<file path="config.mk">
export PLATFORM = sky130hd
export DESIGN_NAME = rh_axi4_aw_arbiter
export DESIGN_NICKNAME = d
export VERILOG_FILES = /design/src/rtl/rh_axi4_aw_arbiter.sv
export SDC_FILE = /design/constraint.sdc
export NUM_CORES = 1
export LEC_CHECK = 0
export CAP_MARGIN = 20
export CORE_MARGIN = 4
export CORE_UTILIZATION = 40
export DETAILED_ROUTE_END_ITERATION = 8
export PLACE_DENSITY = 0.83
export SLEW_MARGIN = 10
export SYNTH_ARGS = -nofsm -noshare
export SYNTH_HDL_FRONTEND = slang
export SYNTH_SLANG_ARGS = --single-unit
</file>
<file path="constraint.sdc">
create_clock -name ACLK -period 2.45 [get_ports ACLK]
set_clock_uncertainty 0.2 [all_clocks]
set_input_delay 0.49 -clock ACLK [delete_from_list [all_inputs] [get_ports ACLK]]
set_output_delay 0.49 -clock ACLK [all_outputs]
set_load 0.03 [all_outputs]
</file>
<file path="src/rtl/rh_axi4_aw_arbiter.sv">
// Round-robin arbiter sharing one AXI4 AW channel among NREQ requesters, with a
// grant-order FIFO for the W mux. Define RH_AXI4_AW_ARB_QOS_EN for QOS-first arbitration.
//
// state   | meaning
// --------+-----------------------------------------------------------
// ST_IDLE | no AW outstanding; arbitrate when a request is valid and FIFO not full
// ST_HOLD | M_AW payload registered and presented; wait for M_AWREADY
module rh_axi4_aw_arbiter #(
    parameter  int NREQ      = 4,
    parameter  int AW        = 32,
    parameter  int IW        = 4,
    parameter  int ORD_DEPTH = 8,
    localparam int NW        = $clog2(NREQ),
    localparam int ATTR      = 29
) (
    input  logic                 ACLK,
    input  logic                 ARESETN,
    input  logic [NREQ-1:0]      S_AWVALID,
    output logic [NREQ-1:0]      S_AWREADY,
    input  logic [NREQ*IW-1:0]   S_AWID,
    input  logic [NREQ*AW-1:0]   S_AWADDR,
    input  logic [NREQ*ATTR-1:0] S_AWATTR,
    output logic                 M_AWVALID,
    input  logic                 M_AWREADY,
    output logic [IW+NW-1:0]     M_AWID,
    output logic [AW-1:0]        M_AWADDR,
    output logic [ATTR-1:0]      M_AWATTR,
    output logic                 ORD_VALID,
    output logic [NW-1:0]        ORD_IDX,
    input  logic                 ORD_POP,
    output logic                 ERR_VLD_DROP
);

    localparam int PW = $clog2(ORD_DEPTH);
    localparam logic ST_IDLE = 1'b0;
    localparam logic ST_HOLD = 1'b1;
    localparam logic [NW-1:0] LAST_IDX = NW'(NREQ - 1);

    logic            state;
    logic [NW-1:0]   rr_ptr;
    logic [NW-1:0]   grant;
    logic [NW-1:0]   pick;
    logic            pick_vld;
    logic [NREQ-1:0] eligible;
    logic [IW-1:0]   sel_id;
    logic [AW-1:0]   sel_addr;
    logic [ATTR-1:0] sel_attr;
    logic            handshake;

    logic [NW-1:0]   ord_mem [ORD_DEPTH];
    logic [PW:0]     wr_ptr;
    logic [PW:0]     rd_ptr;
    logic [PW:0]     rd_next;
    logic            fifo_empty;
    logic            fifo_full;
    logic            push;
    logic            pop;
    logic [NW-1:0]   ord_head;

`ifdef RH_AXI4_AW_ARB_QOS_EN
    // QOS sits at ATTR[7:4]; only the highest QOS among valid requesters competes.
    logic [3:0] max_qos;
    always_comb begin
        max_qos  = '0;
        eligible = '0;
        for (int i = 0; i < NREQ; i++) begin
            if (S_AWVALID[i] && (S_AWATTR[i*ATTR+4 +: 4] > max_qos))
                max_qos = S_AWATTR[i*ATTR+4 +: 4];
        end
        for (int i = 0; i < NREQ; i++) begin
            eligible[i] = S_AWVALID[i] && (S_AWATTR[i*ATTR+4 +: 4] == max_qos);
        end
    end
`else
    assign eligible = S_AWVALID;
`endif

    // First eligible index at or above rr_ptr, wrapping modulo NREQ.
    always_comb begin
        int idx;
        idx      = 0;
        pick     = '0;
        pick_vld = 1'b0;
        for (int k = 0; k < NREQ; k++) begin
            idx = int'(rr_ptr) + k;
            if (idx >= NREQ)
                idx = idx - NREQ;
            if (!pick_vld && eligible[idx]) begin
                pick     = idx[NW-1:0];
                pick_vld = 1'b1;
            end
        end
    end

    always_comb begin
        sel_id   = '0;
        sel_addr = '0;
        sel_attr = '0;
        for (int i = 0; i < NREQ; i++) begin
            if (pick == i[NW-1:0]) begin
                sel_id   = S_AWID[i*IW +: IW];
                sel_addr = S_AWADDR[i*AW +: AW];
                sel_attr = S_AWATTR[i*ATTR +: ATTR];
            end
        end
    end

    assign handshake = (state == ST_HOLD) && M_AWVALID && M_AWREADY;

    always_comb begin
        S_AWREADY = '0;
        if (handshake)
            S_AWREADY[grant] = 1'b1;
    end

    always_ff @(posedge ACLK or negedge ARESETN) begin
        if (!ARESETN) begin
            state        <= ST_IDLE;
            rr_ptr       <= '0;
            grant        <= '0;
            M_AWVALID    <= 1'b0;
            M_AWID       <= '0;
            M_AWADDR     <= '0;
            M_AWATTR     <= '0;
            ERR_VLD_DROP <= 1'b0;
        end else begin
            case (state)
                ST_IDLE: begin
                    if (pick_vld && !fifo_full) begin
                        M_AWVALID <= 1'b1;
                        M_AWID    <= {pick, sel_id};
                        M_AWADDR  <= sel_addr;
                        M_AWATTR  <= sel_attr;
                        grant     <= pick;
                        state     <= ST_HOLD;
                    end
                end
                ST_HOLD: begin
                    // The captured burst completes regardless; the drop is only flagged.
                    if (!S_AWVALID[grant])
                        ERR_VLD_DROP <= 1'b1;
                    if (M_AWREADY) begin
                        M_AWVALID <= 1'b0;
                        rr_ptr    <= (grant == LAST_IDX) ? '0 : grant + 1'b1;
                        state     <= ST_IDLE;
                    end
                end
                default: state <= ST_IDLE;
            endcase
        end
    end

    assign push       = handshake;
    assign fifo_empty = (wr_ptr == rd_ptr);
    assign fifo_full  = (wr_ptr[PW] != rd_ptr[PW]) && (wr_ptr[PW-1:0] == rd_ptr[PW-1:0]);
    assign pop        = ORD_POP && !fifo_empty;
    assign rd_next    = rd_ptr + 1'b1;

    always_ff @(posedge ACLK) begin
        if (push)
            ord_mem[wr_ptr[PW-1:0]] <= grant;
    end

    // ord_head mirrors the entry at rd_ptr so ORD_IDX comes straight from a flop.
    always_ff @(posedge ACLK or negedge ARESETN) begin
        if (!ARESETN) begin
            wr_ptr   <= '0;
            rd_ptr   <= '0;
            ord_head <= '0;
        end else begin
            if (push)
                wr_ptr <= wr_ptr + 1'b1;
            if (pop) begin
                rd_ptr <= rd_next;
                if (rd_next != wr_ptr)
                    ord_head <= ord_mem[rd_next[PW-1:0]];
                else if (push)
                    ord_head <= grant;
            end else if (push && fifo_empty) begin
                ord_head <= grant;
            end
        end
    end

    assign ORD_VALID = !fifo_empty;
    assign ORD_IDX   = ord_head;

endmodule

</file>
[Word level (Yosys, flattened, before mapping)]
Memory sizes are Yosys's and may differ from the RTL's.
Index checks and enable logic that the tools add are counted.
Storage, ports and cells
  register bits: 84
  memory bits (writable): 16
  input port bits: 268
  output and inout port bits: 76
  word-level logic and storage cells: 121
  memories: 1
Operators by class
  $add $sub $neg: 10
  order comparisons: 10
  equal/unequal tests: 11
  mux-type cells: 54
  bitwise operators: 2
  reductions and logical operators: 22
Memory list
  ord_mem: depth 8, bits a word 2, rd ports 1, clocked after memory_dff 0, write ports 1, line 50  | logic [NW-1:0] ord_mem [ORD_DEPTH];
Operators by type and width (count)
  $mux 32: 8
  $lt 32x4->1 const B: 4
  $mux 29: 4
  $mux 1: 20
  $mux 4: 5
  $mux 2: 9
  $sub 3x3->4 const B: 3
  $bmux 1 s2: 5
  $logic_and 1x1->1: 10
  $reduce_and 2->1: 5
  $ge 3x3->1 const B: 3
  $add 4x1->4 const B: 2
  $add 2x2->3 const B: 2
  $eq 2x2->1 const B: 3
  $logic_not 1->1: 5
  $eq 4x4->1: 1
  $ne 2x2->1 const B: 2
  $ne 4x4->1: 1
  $pmux 1 s2: 2
  $sub 2x3->4 const B: 1
  $add 2x1->3 const B: 1
  $eq 3x3->1: 1
  $ge 2x3->1 const B: 1
  $lt 2x3->1 const B: 1
  9 further kinds: 10

[Logic depth before layout (Yosys ltp)]
Gate-level depths: netlist of run 1.
  word-level depth: 20
  gate-level depth with buffers: 9
  mapped depth without buffers: 5

[Worst setup path before layout of run 1]
No wires, ideal clock.
  kind: in2reg
  start point: in S_AWVALID[3]
  end point: reg M_AWADDR[27]
  library setup time: 135 ps
  arrival: 1920 ps
  required time: 2115 ps
  setup slack: 195 ps
  stages on the path: 8
  path buffers: 3
  path through: buf_2 -> and3b_1 -> o21a_1 -> or2_1 -> buf_2 -> buf_2 -> a2111oi_2 -> a211oi_1
Between the ends
  longest elaborated chain between the ends: 18
  elaborated cells on any way between the ends: 36
  classes of those cells: eq/ne (3); mux (24); reduce/logical (9)
RTL lines
  from (decl): line 18  | input logic [NREQ-1:0] S_AWVALID,
  $bmux 1 s2: line 88  | if (!pick_vld && eligible[idx]) begin
  $mux 1 (implied by the code) (2 in series): line 88
  $mux 1: line 88
  $logic_not 1->1: line 88
  $logic_and 1x1->1: line 88
  $mux 1: line 88
  $logic_not 1->1: line 88
  $logic_and 1x1->1: line 88
  $mux 1: line 88
  $logic_not 1->1: line 88
  $logic_and 1x1->1: line 88
  $mux 2: line 88
  $logic_not 2->1: line 100  | if (pick == i[NW-1:0]) begin
  $mux 32 (4 in series): line 100
  to (signal assigned): line 132  | M_AWADDR <= sel_addr;
  to (decl): line 26  | output logic [AW-1:0] M_AWADDR,
Parallel ways exist; a longest one is shown, timed or not. The select of a mux whose other input is x is not followed.
A chain may end at the register's enable or synchronous reset.

[Worst setup path in the final report of run 1]
  start point: reg rd_ptr[3]
  end point: out ORD_VALID
Between the ends
  longest elaborated chain between the ends: 2
RTL lines
  from (decl): line 52  | logic [PW:0] rd_ptr;
  from (signal assigned): line 174  | rd_ptr <= rd_next;
  $eq 4x4->1: line 154  | assign fifo_empty = (wr_ptr == rd_ptr);
  $logic_not 1->1: line 185  | assign ORD_VALID = !fifo_empty;
  to (decl): line 28  | output logic ORD_VALID,
No other way between the ends.

==> results of run 1 <==
## worst reg2reg max path, stage by stage, from the launching register on
cell	delay [ns]
dfrtp_1	0.46
xor2_2	0.25
nor2b_4	0.07
a311o_2	0.48
buf_12	0.19
buf_4	0.17
a2111oi_0	0.30
a211oi_1	0.09
## logic make-up (layout without fill, tap and decap cells)
kind of cell,Yosys count,after routing,share of synthesized area
fa+ha+maj,6,6,0.01199
other cells,0,1,0
simple gates,185,185,0.1523
xor+xnor,14,14,0.02079
mux,20,20,0.04238
compound gates,254,254,0.3029
buf+inv,79,442,0.06497
flops,98,98,0.4046
## cell usage in the layout (no fill, tap or decap), types with 2 or more instances in the layout
cell,n
dfrtp_1,82
edfxtp_1,16
o21ai_0,3
clkinv_4,2
o221ai_1,2
clkdlybuf4s50_1,334
nor3_1,11
o22ai_1,5
xnor2_1,7
nand2b_1,5
and3_1,54
dlymetal6s2s_1,3
and2_1,4
a31oi_1,6
nor3b_1,6
nor2_1,67
nand3_1,15
a21oi_1,110
a2111oi_0,13
a221oi_1,6
clkbuf_16,9
a2111oi_2,31
xor2_1,5
mux2_2,2
buf_4,67
inv_8,4
buf_12,15
o31ai_1,2
ha_1,6
nand2_1,12
mux2i_1,13
a211oi_1,53
mux4_2,5
inv_1,6
o41ai_2,5
a2111oi_1,9
## cell type report
cell class / instances / area [um^2] / share of cell area
repair buffers: 420 / 4194 / 0.3903
multi-input cells: 479 / 3426 / 0.3188
flip-flops and latches: 98 / 2532 / 0.2357
well taps: 211 / 264.0 / 0.02457
clock buffers: 9 / 225.2 / 0.02096
clock inverters: 7 / 78.83 / 0.007336
inverters: 6 / 22.52 / 0.002096
diodes: 1 / 2.502 / 0.0002329
## sequential cells by signal, summed over array words and instances, names as in the netlist
name          count
M_AWVALID         1
M_AWID            6
ERR_VLD_DROP      1
rd_ptr            4
M_AWADDR         32
rr_ptr            2
wr_ptr            4
ORD_IDX           2
state             1
M_AWATTR         29
ord_mem          16
## layer usage
layer | track usage | share of wire | vias up
li1 | - | - | 3229
met1 | 0.3392 | 0.38 | 3380
met5 | 0 | 0 | -
met3 | 0.06008 | 0.082 | 58
met2 | 0.4805 | 0.50 | 349
met4 | 0.1085 | 0.034 | 0
## worst min path at each step
stage | endpoint | slack, ns | from | depth (start not counted)
after CTS | wr_ptr[3]$_DFFE_PN0P_ | 0.29 | wr_ptr[3]$_DFFE_PN0P_ | 1
after global routing | rd_ptr[3]$_DFFE_PN0P_ | 0.30 | rd_ptr[3]$_DFFE_PN0P_ | 1
after floorplan | ERR_VLD_DROP$_DFFE_PN0P_ | -0.006 | ARESETN | 0
final | wr_ptr[3]$_DFFE_PN0P_ | 0.29 | wr_ptr[3]$_DFFE_PN0P_ | 1
after global placement | ORD_IDX[0]$_DFFE_PN0P_ | 0.28 | ARESETN | 1
after detailed placement | ORD_IDX[0]$_DFFE_PN0P_ | 0.28 | ARESETN | 1
## timing repair
action	in CTS	in global routing
endpoints found under the hold margin	32	0
setup endpoints to repair	7	57
resized for setup	9	24
pin swaps	0	1
hold buffers	1	0
## metrics by stage
| step | setup slack, ns | std cells | hold slack (ns) | setup TNS, ns | instance area (um^2) |
|---|---|---|---|---|---|
| 5_1_grt | -0.005439 | 1231 | 0.3000 | -0.005439 | 10750 |
| 2_1_floorplan | 0.1952 | 656 | -0.005591 | 0 | 6259 |
| 3_5_place_dp | -0.4209 | 1213 | 0.2773 | -19.11 | 10340 |
| 4_1_cts | 0.0008102 | 1230 | 0.2916 | 0 | 10670 |
| 6_report | 0.08578 | 1231 | 0.2928 | 0 | 10750 |
| 3_3_place_gp | -0.3727 | 1213 | 0.2757 | -16.41 | 10340 |
## synthesized netlist by cell type (6+ instances only)
master and instances:
a21oi_1 110, dfrtp_1 82, nor2_1 68, and3_1 54, a211oi_1 53, clkbuf_1 32
a2111oi_0 31, buf_2 25, a2111oi_2 22, edfxtp_1 16, nand3_1 15, mux2i_1 13
nand2_1 12, nor3_1 11, buf_4 9, xnor2_1 8, a221oi_1 6, a31oi_1 6
buf_6 6, ha_1 6, inv_1 6, nor3b_1 6
## where the power goes
| group | total (W) | switching, W | internal, W |
|---|---|---|---|
| registers | 0.00296 | 0.000530 | 0.00243 |
| logic | 0.00897 | 0.00501 | 0.00396 |
| clock network | 0.00146 | 0.000731 | 0.000732 |
==> impl_metrics.csv, run 1 <==
group,metric,value,unit
outcome,status,"finished clean",
placed_design,place_congestion,0.8885,
timing,setup_violations,0,
timing,clock.fmax,423.0,MHz
clocking,cts_sinks,98,
final_layout,fin_nets,1288,
grt,grt_first_pass_wirelength,39340,um
setup_path,path_cells,"xor2_1 > nand4bb_1 > buf_4",
timing,worst_slew_pin_slew,0.6778,ns
grt,gr-total-overflow,0,
floorplan,dieArea,17710,um^2
setup_path,slowest_delay,0.43,ns
grt,grt_max_degree,61,
grt,grt_usage,0.2784,
final_layout,drive_above_1_share,0.1511,
setup_path,worstPathMaxFanout,4,
clocking,clk_path_buf_depth,2,
setup_path,critical_path_buf_inv_count,1,
floorplan,die_w,133.1,um
clocking,numCtsBuffers,9,
clocking,root_buffer,"clkbuf_16",
detailed_routing,firstDrtPassIters,5,
floorplan,start_util,0.4102,
setup_path,startpoint,"rd_ptr[3]$_DFFE_PN0P_",
final_layout,fillCellCount,1168,
synth,synthDistinctLibCells,50,
clocking,clk_latency,0.35,ns
power_and_ir_drop,vdd_drop_max,0.0006403,V
synth,yosysTopAreaCellShare,0.3279,
synth,syn_area_per_cell,9.540,um^2
setup_path,crit-reg2reg-capture,"M_AWATTR[15]$_DFFE_PN0P_",
grt,grt_pass1_vias,7268,
timing,min_period,2.364,ns
floorplan,rows,45,
setup_path,r2r_start,"rd_ptr[1]$_DFFE_PN0P_",
detailed_routing,vias,7016,
grt,antenna_found_initial,1,
synth,synth_nets,930,
synth,ys.flop_type,"dfrtp_1",
detailed_routing,wire_per_inst,20.95,um
power_and_ir_drop,powerDensity,1246,nW/um^2
clocking,htree_levels,3,
detailed_routing,routed_wl,25790,um
flow_run,cap_violations,0,
detailed_routing,drt_iter0_drc,466,
synth,netlist_instances,656,
setup_path,reg2reg_depth,7,
placed_design,place_hpwl,19730,um
power_and_ir_drop,total_power,0.01339,W
setup_path,crit_type,"register to primary output",
power_and_ir_drop,leakagePower,4.215,nW
setup_path,start_kind,"register",
hold_path,hp-class,"register to register",
timing,min_period_over_period,0.9650,
setup_path,rrSetupSlack,0.11,ns
final_layout,post-route-util,0.7042,
timing,maxSlewViolCount,0,
synth,yosysWarnings,0,
synth,yosys-top-cells-area,"dfrtp_1, a21oi_1, edfxtp_1",
synth,synth_edf_count,16,
clocking,post_cts_buffers,0,
detailed_routing,avgViaCountPerCell,5.699,
floorplan,die_y,133.1,um
final_layout,area_growth,71.69,%
synth,synth-seq-area-share,0.4046,
detailed_routing,post-route-drc-count,0,
detailed_routing,postRouteAntennaNets,0,
synth,synthArstFlopShare,0.8367,
clocking,cts.clk_slew.worst_paths,0.08,ns
synth,synth_area,6259,um^2
setup_path,crit_end,"ORD_VALID",
setup_path,crit_family,"XOR/XNOR gates",
floorplan,coreArea,15260,um^2
setup_path,path_depth,3,
setup_path,cp_data_arrival_time,1.67,ns
setup_path,end_kind,"primary output",
setup_path,critPathRequiredTime,1.76,ns
floorplan,io_pins,344,
setup_path,cp_slowest_cell,"xor2_1",
clocking,cts_tree,"done",
timing,final-hold-violation-count,0,
synth,synth_area_leader_cell,"dfrtp_1",
timing,slew_headroom,0.5465,
synth,ys_seq_elements,98,
placed_design,io_buffers,343,
Power figures use the tool's default switching activity.
==> run 2: changes to the inputs <==
--- a/config.mk
+++ b/config.mk
@@ -10,6 +10,7 @@
 export CORE_UTILIZATION = 40
 export DETAILED_ROUTE_END_ITERATION = 8
 export PLACE_DENSITY = 0.83
+export REMOVE_ABC_BUFFERS = 1
 export SLEW_MARGIN = 10
 export SYNTH_ARGS = -nofsm -noshare
 export SYNTH_HDL_FRONTEND = slang
==> run 2 against run 1 <==
  * Non-clock buffer count up 8
  * Sequential share of layout area down 0.24 points
  * First-iteration DRC count up 26%
  * Clock-buffer cell count up 1
  * Design area up 1.0%
  * Critical path depth unchanged
  * Clock power down 3%
  * Setup slack worse by 0.030 ns
  * Combinational power up 3.9%
  * Routed wire length up 6.5%
  * Core utilization up 0.74 points
  * Critical endpoint unchanged
  * Largest cell class unchanged
==> impl_metrics.csv, run 2 (synthesis results as in run 1) <==
group,metric,value,unit
timing,whs,0.2937,ns
timing,worst_slew_pin_slew,0.7293,ns
detailed_routing,vias,7136,
grt,gr-total-overflow,0,
detailed_routing,wire_per_inst,22.10,um
clocking,htree_levels,3,
timing,min_period,2.394,ns
placed_design,io_buffers,343,
power_and_ir_drop,pwr-share-clk,0.103,
grt,grt_usage,0.3013,
placed_design,place_congestion,0.9086,
detailed_routing,routed_wl,27450,um
floorplan,io_pins,344,
clocking,numCtsBuffers,9,
clocking,clk_path_buf_depth,2,
floorplan,rows,45,
grt,grt_max_degree,50,
setup_path,worstPathMaxFanout,4,
power_and_ir_drop,leakagePower,4.257,nW
power_and_ir_drop,pwr-share-seq,0.215,
detailed_routing,post-route-drc-count,0,
detailed_routing,avgViaCountPerCell,5.746,
detailed_routing,postRouteAntennaNets,0,
final_layout,multiInputGateArea,3382,um^2
power_and_ir_drop,powerDensity,1260,nW/um^2
clocking,cts_sinks,98,
flow_run,cap_violations,0,
final_layout,register_area,2532,um^2
final_layout,fillCellCount,1114,
placed_design,place_hpwl,20970,um
floorplan,dieArea,17710,um^2
floorplan,die_y,133.1,um
timing,final-hold-violation-count,0,
clocking,cts.clk_slew.worst_paths,0.07,ns
grt,antenna_found_initial,5,
setup_path,end_kind,"primary output",
setup_path,critPathRequiredTime,1.76,ns
detailed_routing,drt_iter0_drc,586,
floorplan,die_w,133.1,um
setup_path,cp_slowest_cell,"dfrtp_1",
setup_path,crit_type,"register to primary output",
timing,clock.fmax,417.7,MHz
setup_path,path_cells,"xor2_2 > nand4bb_1 > dlygate4sd2_1",
power_and_ir_drop,power.share.combinational,0.682,
timing,setup_violations,0,
setup_path,slowest_delay,0.45,ns
grt,grt_pass1_vias,7496,
clocking,clk_latency,0.36,ns
clocking,cts_tree,"done",
detailed_routing,firstDrtPassIters,5,
final_layout,drive_above_1_share,0.1470,
final_layout,largest_register_ffs,32,
power_and_ir_drop,p_sw,0.006388,W
clocking,post_cts_buffers,0,
timing,min_period_over_period,0.9772,
floorplan,start_util,0.4102,
power_and_ir_drop,total_power,0.01368,W
timing,slew_headroom,0.5120,
floorplan,coreArea,15260,um^2
final_layout,regMostFlops,"M_AWADDR",
setup_path,cp_data_arrival_time,1.70,ns
outcome,status,"finished clean",
final_layout,area_growth,73.49,%
power_and_ir_drop,power.share.switching,0.4670,
timing,setup_tns,0,ns
setup_path,start_kind,"register",
power_and_ir_drop,vdd_drop_max,0.0005961,V
final_layout,final_cell_mix,"clkdlybuf4s50_1, a21oi_1, dfrtp_1",
hold_path,hp-class,"register to register",
power_and_ir_drop,p_int,0.007290,W
grt,grt_first_pass_wirelength,41690,um
timing,maxSlewViolCount,0,
clocking,root_buffer,"clkbuf_16",
final_layout,final_common_cell,"clkdlybuf4s50_1",
final_layout,fin_nets,1296,
==> run 2: power groups by stage <==
stage | combinational (W) | clock (W) | sequential (W)
after floorplan | 0.00356 | 0 | 0.00408
after detailed placement | 0.00913 | 0 | 0.00296
final | 0.00932 | 0.00141 | 0.00295
after global placement | 0.00896 | 0 | 0.00292
after CTS | 0.00920 | 0.00141 | 0.00294
after global routing | 0.00993 | 0.00147 | 0.00303
==> run 2: metrics by stage <==
stage	cells	utilization	area (um^2)	setup slack (ns)
final	1242	0.7116	10860	0.05585
after global routing	1242	0.7116	10860	-0.05217
after CTS	1237	0.7073	10790	0.04054
after detailed placement	1220	0.6876	10490	-0.4864
after global placement	1220	0.6876	10490	-0.4095
after floorplan	583	-	5874	-1.911
==> run 2: timing repair <==
action	in CTS	in global routing
cloned	0	1
hold endpoints to repair	47	0
resized for setup	8	16
setup endpoints to repair	45	45
hold buffers	1	0
==> run 2: cell type report <==
cell class | instances | share of cell area
sequential | 98 | 0.2332
inverter | 6 | 0.002074
clock buffer | 10 | 0.02109
tap | 211 | 0.02431
timing repair buffer | 428 | 0.4025
multi-input combinational | 479 | 0.3115
clock inverter | 6 | 0.004379
antenna | 4 | 0.0009219
==> run 2: critical path, delay by kind of cell (launching register included) <==
family,cells,cell delay (ns)
buffers and inverters,1,0.41
and+or+nand+nor,1,0.27
xor gates and xnor gates,1,0.22
DFF,1,0.45
==> run 2: final timing paths <==
path	from	end	slack, ns	cells after the start
max	rd_ptr[1]$_DFFE_PN0P_	ORD_VALID	0.06	3
min	rd_ptr[3]$_DFFE_PN0P_	rd_ptr[3]$_DFFE_PN0P_	0.29	1
max reg2reg	rd_ptr[1]$_DFFE_PN0P_	M_AWATTR[21]$_DFFE_PN0P_	0.17	7
min reg2reg	rd_ptr[3]$_DFFE_PN0P_	rd_ptr[3]$_DFFE_PN0P_	0.29	1
max in group asynchronous	ARESETN	M_AWADDR[24]$_DFFE_PN0P_	1.14	3
min in group asynchronous	ARESETN	M_AWADDR[13]$_DFFE_PN0P_	0.44	3
==> run 2: per-layer routing <==
layer / track usage / share of wire
met5: 0 / 0.00029
met4: 0.1553 / 0.051
met3: 0.06426 / 0.070
met2: 0.5195 / 0.50
met1: 0.3521 / 0.37
